File: src/rtl/video_timing_gen.sv
// video_timing_gen: raster timing generator (one pixel per enabled clock).
// Walks an (h, v) position over the full raster of one video mode. It emits the
// registered position x/y, hsync, vsync and blank. All outputs are mutually aligned.
// Optional feature macro: VTG_FRAME_STROBE_EN adds a one-en-cycle frame_start
// strobe on the output where x==0 and y==0.
module video_timing_gen #(
  parameter int   H_ACTIVE = 640,
  parameter int   H_FP     = 16,
  parameter int   H_SYNC   = 96,
  parameter int   H_BP     = 48,
  parameter int   V_ACTIVE = 480,
  parameter int   V_FP     = 10,
  parameter int   V_SYNC   = 2,
  parameter int   V_BP     = 33,
  parameter logic HS_POL   = 1'b0,
  parameter logic VS_POL   = 1'b0
) (
  input  logic        clk,
  input  logic        rst,
  input  logic        en,
  output logic [11:0] x,
  output logic [10:0] y,
  output logic        hs,
  output logic        vs,
  output logic        blk
`ifdef VTG_FRAME_STROBE_EN
  ,
  output logic        frame_start
`endif
);

  localparam int H_TOTAL = H_ACTIVE + H_FP + H_SYNC + H_BP;
  localparam int V_TOTAL = V_ACTIVE + V_FP + V_SYNC + V_BP;

  // Refuse to elaborate a mode whose raster does not fit the 12b/11b counters.
  if (H_TOTAL > 4096) begin : g_bad_h_total
    $error("video_timing_gen: H_TOTAL exceeds 4096");
  end
  if (V_TOTAL > 2048) begin : g_bad_v_total
    $error("video_timing_gen: V_TOTAL exceeds 2048");
  end

  // Boundaries are one bit wider than the counters so that an end bound equal
  // to the full raster size (4096 / 2048) does not truncate to zero.
  localparam logic [11:0] H_LAST     = 12'(H_TOTAL - 1);
  localparam logic [10:0] V_LAST     = 11'(V_TOTAL - 1);
  localparam logic [12:0] H_ACT_END  = 13'(H_ACTIVE);
  localparam logic [12:0] H_SYNC_BEG = 13'(H_ACTIVE + H_FP);
  localparam logic [12:0] H_SYNC_END = 13'(H_ACTIVE + H_FP + H_SYNC);
  localparam logic [11:0] V_ACT_END  = 12'(V_ACTIVE);
  localparam logic [11:0] V_SYNC_BEG = 12'(V_ACTIVE + V_FP);
  localparam logic [11:0] V_SYNC_END = 12'(V_ACTIVE + V_FP + V_SYNC);

  logic [11:0] h_r;
  logic [10:0] v_r;
  logic [11:0] h_next_s;
  logic [10:0] v_next_s;
  logic        h_wrap_s;
  logic        hs_next_s;
  logic        vs_next_s;
  logic        blk_next_s;
  logic        frame_next_s;
  logic [12:0] h_ext_s;
  logic [11:0] v_ext_s;

  // Next raster position and the output values decoded from the current position.
  always_comb begin
    h_ext_s      = {1'b0, h_r};
    v_ext_s      = {1'b0, v_r};
    h_wrap_s     = (h_r == H_LAST);
    h_next_s     = h_r + 12'd1;
    v_next_s     = v_r;
    hs_next_s    = ~HS_POL;
    vs_next_s    = ~VS_POL;
    blk_next_s   = 1'b1;
    frame_next_s = 1'b0;

    if (h_wrap_s) begin
      h_next_s = 12'd0;
      if (v_r == V_LAST) begin
        v_next_s = 11'd0;
      end else begin
        v_next_s = v_r + 11'd1;
      end
    end else begin
      v_next_s = v_r;
    end

    if ((h_ext_s >= H_SYNC_BEG) && (h_ext_s < H_SYNC_END)) begin
      hs_next_s = HS_POL;
    end else begin
      hs_next_s = ~HS_POL;
    end

    // vs depends on v only, so it can only change together with x==0.
    if ((v_ext_s >= V_SYNC_BEG) && (v_ext_s < V_SYNC_END)) begin
      vs_next_s = VS_POL;
    end else begin
      vs_next_s = ~VS_POL;
    end

    if ((h_ext_s < H_ACT_END) && (v_ext_s < V_ACT_END)) begin
      blk_next_s = 1'b0;
    end else begin
      blk_next_s = 1'b1;
    end

    if ((h_r == 12'd0) && (v_r == 11'd0)) begin
      frame_next_s = 1'b1;
    end else begin
      frame_next_s = 1'b0;
    end
  end

  // Counters and aligned outputs advance together on enabled pixels; reset wins over en.
  always_ff @(posedge clk) begin
    if (rst) begin
      h_r <= 12'd0;
      v_r <= 11'd0;
      x   <= 12'd0;
      y   <= 11'd0;
      hs  <= ~HS_POL;
      vs  <= ~VS_POL;
      blk <= 1'b1;
    end else if (en) begin
      h_r <= h_next_s;
      v_r <= v_next_s;
      x   <= h_r;
      y   <= v_r;
      hs  <= hs_next_s;
      vs  <= vs_next_s;
      blk <= blk_next_s;
    end
  end

`ifdef VTG_FRAME_STROBE_EN
  // Frame strobe rides with the (0,0) output and holds across en=0 like the other outputs.
  always_ff @(posedge clk) begin
    if (rst) begin
      frame_start <= 1'b0;
    end else if (en) begin
      frame_start <= frame_next_s;
    end
  end
`else
  logic unused_frame_s;
  assign unused_frame_s = frame_next_s;
`endif

endmodule
File: config.mk
export PLATFORM = sky130hd
export DESIGN_NAME = video_timing_gen
export DESIGN_NICKNAME = d
export VERILOG_FILES = /design/src/rtl/video_timing_gen.sv
export SDC_FILE = /design/constraint.sdc
export NUM_CORES = 1
export LEC_CHECK = 0
export BUFFER_PORTS_ARGS = -buffer_cell sky130_fd_sc_hd__buf_2
export CELL_PAD_IN_SITES_DETAIL_PLACEMENT = 1
export CELL_PAD_IN_SITES_GLOBAL_PLACEMENT = 2
export CORE_MARGIN = 2
export CORE_UTILIZATION = 35
export CTS_BUF_LIST = sky130_fd_sc_hd__clkbuf_16
export CTS_CLUSTER_DIAMETER = 200
export DETAILED_ROUTE_END_ITERATION = 8
export HOLD_SLACK_MARGIN = 0.12
export PLACE_DENSITY = 0.74
export SLEW_MARGIN = 25
export SYNTH_ARGS = -nofsm -noshare
export SYNTH_HDL_FRONTEND = slang
export SYNTH_SLANG_ARGS = --single-unit
File: constraint.sdc
create_clock -name clk -period 1.9 [get_ports clk]
set_input_delay 0.285 -clock clk [delete_from_list [all_inputs] [get_ports clk]]
set_output_delay 0.285 -clock clk [all_outputs]
set_load 0.05 [all_outputs]
---- Word level (Yosys, flattened, before mapping) ----
Cells that the tools add are included.
word-level totals
  flip-flop bits (word level) ............. 49
  input bits .............................. 3
cells by class
  $add $sub $neg .......................... 2
  mux-type cells .......................... 5
  magnitude comparators ................... 6
  reductions and logical operators ........ 4
  equality and inequality tests ........... 2
operator list
  cell                                                                  count
  < comparator 12 x 10 -> 1 bit (second input constant)                 2
  < comparator 11 x 9 -> 1 bit (second input constant)                  2
  adder 12 x 1 -> 12 bit (second input constant)                        1
  == test 12 x 10 -> 1 bit (second input constant)                      1
  greater-or-equal comparator 12 x 10 -> 1 bit (second input constant)  1
  two-way mux 12 bit                                                    1
  adder 11 x 1 -> 11 bit (second input constant)                        1
  == test 11 x 10 -> 1 bit (second input constant)                      1
  greater-or-equal comparator 11 x 9 -> 1 bit (second input constant)   1
  two-way mux 11 bit                                                    1
  logical AND 1 bit                                                     3
  two-way mux 1 bit                                                     3
  AND reduction 2 bit                                                   1

---- Depth between registers and ports, before layout ----
Gate-level depths: netlist of run 1.
  depth after elaboration ................. 3
  mapped depth ............................ 7

---- Worst setup path after synthesis of run 1 ----
No wires, ideal clock.
  path type ............................... flip-flop to flip-flop
  start ................................... reg v_r[0]
  end ..................................... reg v_r[4]
  data required time ...................... 1.826 ns
  slack ................................... 0.245 ns
  arrival time ............................ 1.581 ns
  cell stages (with the launch flop) ...... 8
  path through ............................ dfxtp_1 -> inv_1 -> ha_1 -> and4bb_1 -> a31oi_4 -> buf_2 -> a41oi_1 -> a31oi_2
on the way
  longest elaborated chain between the ends .. 2
RTL lines
  element                                                             line    text
  start: declaration                                                  55      logic [10:0] v_r;
  start signal: assignment                                            127     v_r <= v_next_s;
  adder 11 x 1 -> 11 bit or == test 11 x 10 -> 1 bit (tied branches)  83, 80
  two-way mux 11 bit (*)                                              80      if (v_r == V_LAST) begin
Mark *: on every way between the ends. The rest lies on a longest branch, timed or not.
A chain may end at the register's enable or synchronous reset.

---- Worst setup path in the final report of run 1 ----
  start ................................... reg v_r[1]
  end ..................................... reg v_r[10]
Same word-level chain as after synthesis.

==> results of run 1 <==
-- layout by cell type, fill, tap and decap left out, types with 6 or more instances in the layout --
master / instances
buf_2: 28
buf_4: 17
dfxtp_1: 49
inv_1: 6
mux2i_1: 22
nand2_1: 16
nand2b_1: 7
nand3_1: 12
nor2_1: 37
xnor2_1: 6
-- power by group through the flow --
stage / registers (W) / logic [W] / clock network (W)
6_report: 0.00104 / 0.0000933 / 0.00100
5_1_grt: 0.00104 / 0.000102 / 0.00106
4_1_cts: 0.00104 / 0.0000948 / 0.00102
3_5_place_dp: 0.00106 / 0.0000945 / 0
3_3_place_gp: 0.00106 / 0.0000937 / 0
2_1_floorplan: 0.00107 / 0.0000646 / 0
-- logic make-up (layout without fill, tap and decap cells) --
logic type / after synthesis / after routing / share of synthesized area (%)
and+or+nand+nor: 104 / 104 / 24.1
DFF: 49 / 49 / 43.1
AOI/OAI and AO/OA: 26 / 26 / 11.6
muxes: 22 / 22 / 9.68
buffers and inverters: 22 / 58 / 4.95
xor gates and xnor gates: 10 / 10 / 3.85
adders and majority gates: 5 / 5 / 2.75
-- repair_timing --
action / CTS / global route
hold buffers: 0 / 0
gates resized for setup: 0 / 1
setup endpoints to repair: 0 / 7
-- synth_stat cells, types with 3 or more instances --
cell type and instances:
xor2_1 4, o311ai_2 4, nand4_1 5, a41oi_1 4, nand2b_1 7, nor4_1 4
a31oi_2 3, nand3_1 12, mux2i_1 22, nor3_1 5, and4_1 4, xnor2_1 6
a31oi_1 3, and3_1 4, nor2_1 37, a21oi_1 3, inv_1 5, buf_2 6
clkbuf_1 5, dfxtp_1 49, ha_1 5, nand2_1 16
-- worst max-delay path: cells and delay by family, from the launching register on --
kind	cells	cell delay (ns)
AOI/OAI and AO/OA	2	0.68
and+or+nand+nor	2	0.39
DFF	1	0.35
adders and majority gates	1	0.18
buffers and inverters	1	0.07
-- state kept, by name, indices dropped and copies added, names as in the netlist --
register / count
y: 11
v_r: 11
blk: 1
vs: 1
h_r: 12
x: 12
hs: 1
-- through the flow --
step | hold slack, ns | total power [W]
after floorplan | 0.470 | 0.00114
after global routing | 0.375 | 0.00220
final | 0.360 | 0.00213
after global placement | 0.458 | 0.00116
after detailed placement | 0.473 | 0.00116
after CTS | 0.364 | 0.00216
-- cell type report --
| class | count | area, sq um |
|---|---|---|
| fillers | 763 | 3600 |
| well taps | 77 | 96.3 |
| flip-flops and latches | 49 | 981 |
| multi-input cells | 167 | 1180 |
| inverters | 5 | 18.8 |
| clock buffers | 5 | 125 |
| clock inverters | 3 | 37.5 |
| repair buffers | 45 | 268 |
-- metal layers --
metal | vias up | GRT usage, % | wire length (um)
met5 | - | 0 | 0
met4 | 0 | 6.64 | 89
met3 | 8 | 3.24 | 153
met2 | 24 | 28.3 | 2780
li1 | 904 | - | -
met1 | 912 | 22.5 | 2800
-- path summary, 6_finish.rpt --
kind / end / slack [ns] / cells after the start
min reg2reg: x[2] / 0.48 / 2
min: h_r[2] / 0.36 / 4
max reg2reg: v_r[10] / 0.13 / 6
max: v_r[10] / 0.13 / 6
==> out/metrics.csv, run 1 <==
stage;metric;value;unit
sta;fin_tns_setup;0;ns
route;ant_nets;0;
logic_synthesis;yosysTopAreaCell;dfxtp_1;
logic_synthesis;synth_warnings;0;
global_route;grt_antenna_before_repair;0;
global_route;grt_first_pass_wirelength;9720;um
clock_tree;h-tree-depth;2;
power_and_ir_drop;p_sw;0.000456;W
worst_setup_path;critPathKind;reg2reg;
logic_synthesis;synth_fp_nets;246;
worst_setup_path;crit_slowest_cell;a31oi_4;
logic_synthesis;syn_avg_cell_area;9.56;sq um
logic_synthesis;async_reset_ff_share;0;%
die;row_count;29;
power_and_ir_drop;vdd_drop_max;0.366;mV
power_and_ir_drop;p_per_area;787;nW/um^2
global_route;grt_start_max_net_pins;24;
power_and_ir_drop;netSwitchingFraction;21.4;%
die;die_area;7160;sq um
sta;rsz0062_at_grt;no;
logic_synthesis;synth-seq-area-share;43.1;%
cells_and_area;layout.cells.non_filler;351;
worst_setup_path;startpoint_type;flop;
outcome;status;finished, final reports clean;
placed_design;port-buffer-count;28;
cells_and_area;final_nets;281;
sta;finalHoldViolCount;0;
sta;tightest_slew;0.477;ns
sta;setup_viol;0;
worst_setup_path;startpoint;v_r[1];
worst_setup_path;critPathMaxStageDelay;0.40;ns
route;drt_iter0_drc;49;
placed_design;place_congestion;0.775;
route;dr_total_vias;1848;
sta;drv_slew;0;
cells_and_area;drive_gt1_share;24.5;%
die;initial_utilization;36.0;%
sta;post-route-min-period;1.77;ns
power_and_ir_drop;p_seq_share;48.7;%
cells_and_area;antennaDiodeCount;0;
clock_tree;clockRootBuffer;clkbuf_16;
die;ios;29;
global_route;overflow;0;
route;wirelength;5820;um
clock_tree;clk_pin_slew_worst_paths;0.07;ns
power_and_ir_drop;cellInternalPower;0.00168;W
placed_design;pre_cts_slack;0.0918;ns
route;viasPerCell;5.26;
sta;finalWorstSetupSlack;0.133;ns
worst_setup_path;critical_path_required;2.10;ns
logic_synthesis;synth_edf_count;0;
logic_synthesis;synth.area.top_cells;dfxtp_1, mux2i_1, nor2_1, o311ai_2, ha_1;
sta;maxSlewHeadroom;68.2;%
clock_tree;cts_tree;done;
clock_tree;clock_latency;0.29;ns
placed_design;place_area;2540;sq um
die;core_area;6310;sq um
placed_design;dp_hpwl;4170;um
worst_setup_path;r2r-start;v_r[1];
placed_design;place_inst;343;
cells_and_area;area_growth;19.1;%
min_path;min_path_type;in2reg;
logic_synthesis;yosysUniqueCellTypes;43;
route;drc;0;
worst_setup_path;end_kind;flop;
cells_and_area;design_area;2710;sq um
sta;fin_crit_sh;93.0;%
worst_setup_path;cp_cell_sequence;inv_1 -> ha_1 -> and4bb_1 -> a31oi_4 -> nand2_4 -> o311ai_2;
clock_tree;clock-sinks;49;
clock_tree;cts.path.max_buffers;2;
logic_synthesis;synth-seq-cells;49;
die;fp.dieH;84.6;um
route;wire_per_inst;16.6;um
sta;clock.fmax;566;MHz
power_and_ir_drop;p_leak;1.14;nW
flow_run;drv_cap;0;
worst_setup_path;worstPathArrival;1.97;ns
logic_synthesis;synth_top_area_share;43.1;%
logic_synthesis;syn-cell-area;2270;sq um
sta;fin_skew;0.00828;ns
global_route;track_usage;17.3;%
die;die-width;84.6;um
worst_setup_path;crit_fanout;14;
route;firstDrtPassIters;4;
power_and_ir_drop;p_clk_share;46.9;%
min_path;min-delay-start;en;
power_and_ir_drop;combPwrFrac;4.4;%
logic_synthesis;yosys_most_used_dff;dfxtp_1;
clock_tree;postCtsSetupBuffers;0;
clock_tree;cts-buffers-inserted;5;
logic_synthesis;syn_inst;238;
global_route;grt_pass1_vias;1899;
cells_and_area;fin_util;42.9;%
Power figures use the tool's default switching activity.
==> run 2: changes to the inputs <==
--- a/config.mk
+++ b/config.mk
@@ -10,7 +10,7 @@
 export CELL_PAD_IN_SITES_GLOBAL_PLACEMENT = 2
 export CORE_MARGIN = 2
 export CORE_UTILIZATION = 35
-export CTS_BUF_LIST = sky130_fd_sc_hd__clkbuf_16
+export CTS_BUF_LIST = sky130_fd_sc_hd__clkbuf_8
 export CTS_CLUSTER_DIAMETER = 200
 export DETAILED_ROUTE_END_ITERATION = 8
 export HOLD_SLACK_MARGIN = 0.12
==> run 2 against run 1 <==
Effect of this change:
- setup slack lost 0.0042 ns
- cell area fell by 1.7%
- highest routed layer unchanged
- core utilization shrank 0.73 points
==> out/metrics.csv, run 2 (synthesized netlist as in run 1, its figures left out) <==
stage;metric;value;unit
clock_tree;clockRootBuffer;clkbuf_8;
route;drt_iter0_drc;70;
global_route;grt_start_max_net_pins;24;
clock_tree;clock_latency;0.30;ns
die;initial_utilization;36.0;%
sta;fin_skew;0.0129;ns
clock_tree;cts.path.max_buffers;2;
worst_setup_path;end_kind;flop;
route;wire_per_inst;16.3;um
clock_tree;cts-buffers-inserted;5;
worst_setup_path;worstPathArrival;1.99;ns
die;row_count;29;
route;firstDrtPassIters;4;
sta;tightest_slew;0.474;ns
global_route;grt_first_pass_wirelength;9530;um
flow_run;drv_cap;0;
route;drc;0;
cells_and_area;fin_util;42.2;%
clock_tree;clock-sinks;49;
worst_setup_path;critical_path_required;2.12;ns
sta;rsz0062_at_grt;no;
sta;fin_crit_sh;93.2;%
die;fp.dieH;84.6;um
worst_setup_path;crit_fanout;14;
die;die_area;7160;sq um
route;ant_nets;0;
placed_design;place_congestion;0.775;
global_route;grt_pass1_vias;1857;
global_route;track_usage;16.9;%
cells_and_area;drive_gt1_share;24.8;%
worst_setup_path;startpoint_type;flop;
sta;fin_tns_setup;0;ns
clock_tree;cts_tree;done;
die;ios;29;
power_and_ir_drop;p_per_area;716;nW/um^2
cells_and_area;layout_common_cells;dfxtp_1, nor2_1, buf_2;
outcome;status;finished, final reports clean;
die;die-width;84.6;um
route;viasPerCell;5.26;
sta;maxSlewHeadroom;68.4;%
placed_design;dp_hpwl;4170;um
power_and_ir_drop;vdd_drop_max;0.306;mV
sta;setup_viol;0;
cells_and_area;layout_commonest_cell;dfxtp_1;
cells_and_area;antennaDiodeCount;0;
worst_setup_path;critPathKind;reg2reg;
cells_and_area;area_growth;17.1;%
sta;finalHoldViolCount;0;
global_route;overflow;0;
cells_and_area;final_nets;281;
global_route;grt_antenna_before_repair;0;
min_path;min_path_type;in2reg;
power_and_ir_drop;p_leak;1.12;nW
clock_tree;clk_pin_slew_worst_paths;0.10;ns
route;wirelength;5710;um
clock_tree;h-tree-depth;2;
sta;drv_slew;0;
sta;clock.fmax;565;MHz
sta;post-route-min-period;1.77;ns
cells_and_area;top_regs;h_r: 12 flops, x: 12 flops;
route;dr_total_vias;1848;
placed_design;port-buffer-count;28;
clock_tree;postCtsSetupBuffers;0;
die;core_area;6310;sq um
## run 2: changes by cell type in the layout (fill, tap and decap cells not counted), sizes merged
cell,before,now
clkinv,1,0
clkbuf,5,6
## run 2: cell type report
cell class | count | area (sq um)
fill | 772 | 3650
multi-input combinational | 167 | 1180
sequential | 49 | 981
timing repair buffer | 45 | 268
tap | 77 | 96.3
clock buffer | 6 | 82.6
clock inverter | 2 | 33.8
inverter | 5 | 18.8
## run 2: per-layer routing
layer	track usage, %	wire (um)	share of wire (%)	vias to the layer above
met2	27.8	2720	48	27
met4	5.48	68	1.2	0
met5	0	0	0	-
met3	2.85	148	2.6	5
li1	-	-	-	902
met1	22.4	2780	49	914
## run 2: through the flow
stage / setup WS [ns] / hold slack, ns / cells / power, W / instance area [sq um]
2_1_floorplan: 0.245 / 0.470 / 238 / 0.00114 / 2270
3_3_place_gp: 0.168 / 0.458 / 343 / 0.00116 / 2540
3_5_place_dp: 0.0918 / 0.473 / 343 / 0.00116 / 2540
4_1_cts: 0.0818 / 0.344 / 351 / 0.00194 / 2660
5_1_grt: 0.0192 / 0.348 / 351 / 0.00198 / 2660
6_report: 0.129 / 0.347 / 351 / 0.00191 / 2660
## run 2: final timing paths
check | start | end | slack, ns | depth (start not counted)
hold reg to reg | x[2] | x[2] | 0.48 | 2
setup reg to reg | v_r[0] | v_r[10] | 0.13 | 6
hold / removal | en | h_r[2] | 0.35 | 4
setup / recovery | v_r[0] | v_r[10] | 0.13 | 6
## run 2: worst max-delay path, cell delays in order, from the launching register on
cell and delay [ns]:
dfxtp_1 0.35, inv_1 0.06, ha_1 0.20, and4bb_1 0.23, a31oi_4 0.40, nand2_4 0.16, o311ai_2 0.28
## run 2: what timing repair did
action,4_1_cts,5_1_grt
hold buffers,0,0
setup endpoints to repair,0,7
gates resized for setup,0,1
## run 2: power breakdown
group	switching, W	internal [W]
logic	0.0000622	0.0000308
clock network	0.000350	0.000425
registers	0.00000558	0.00103
total	0.000417	0.00149
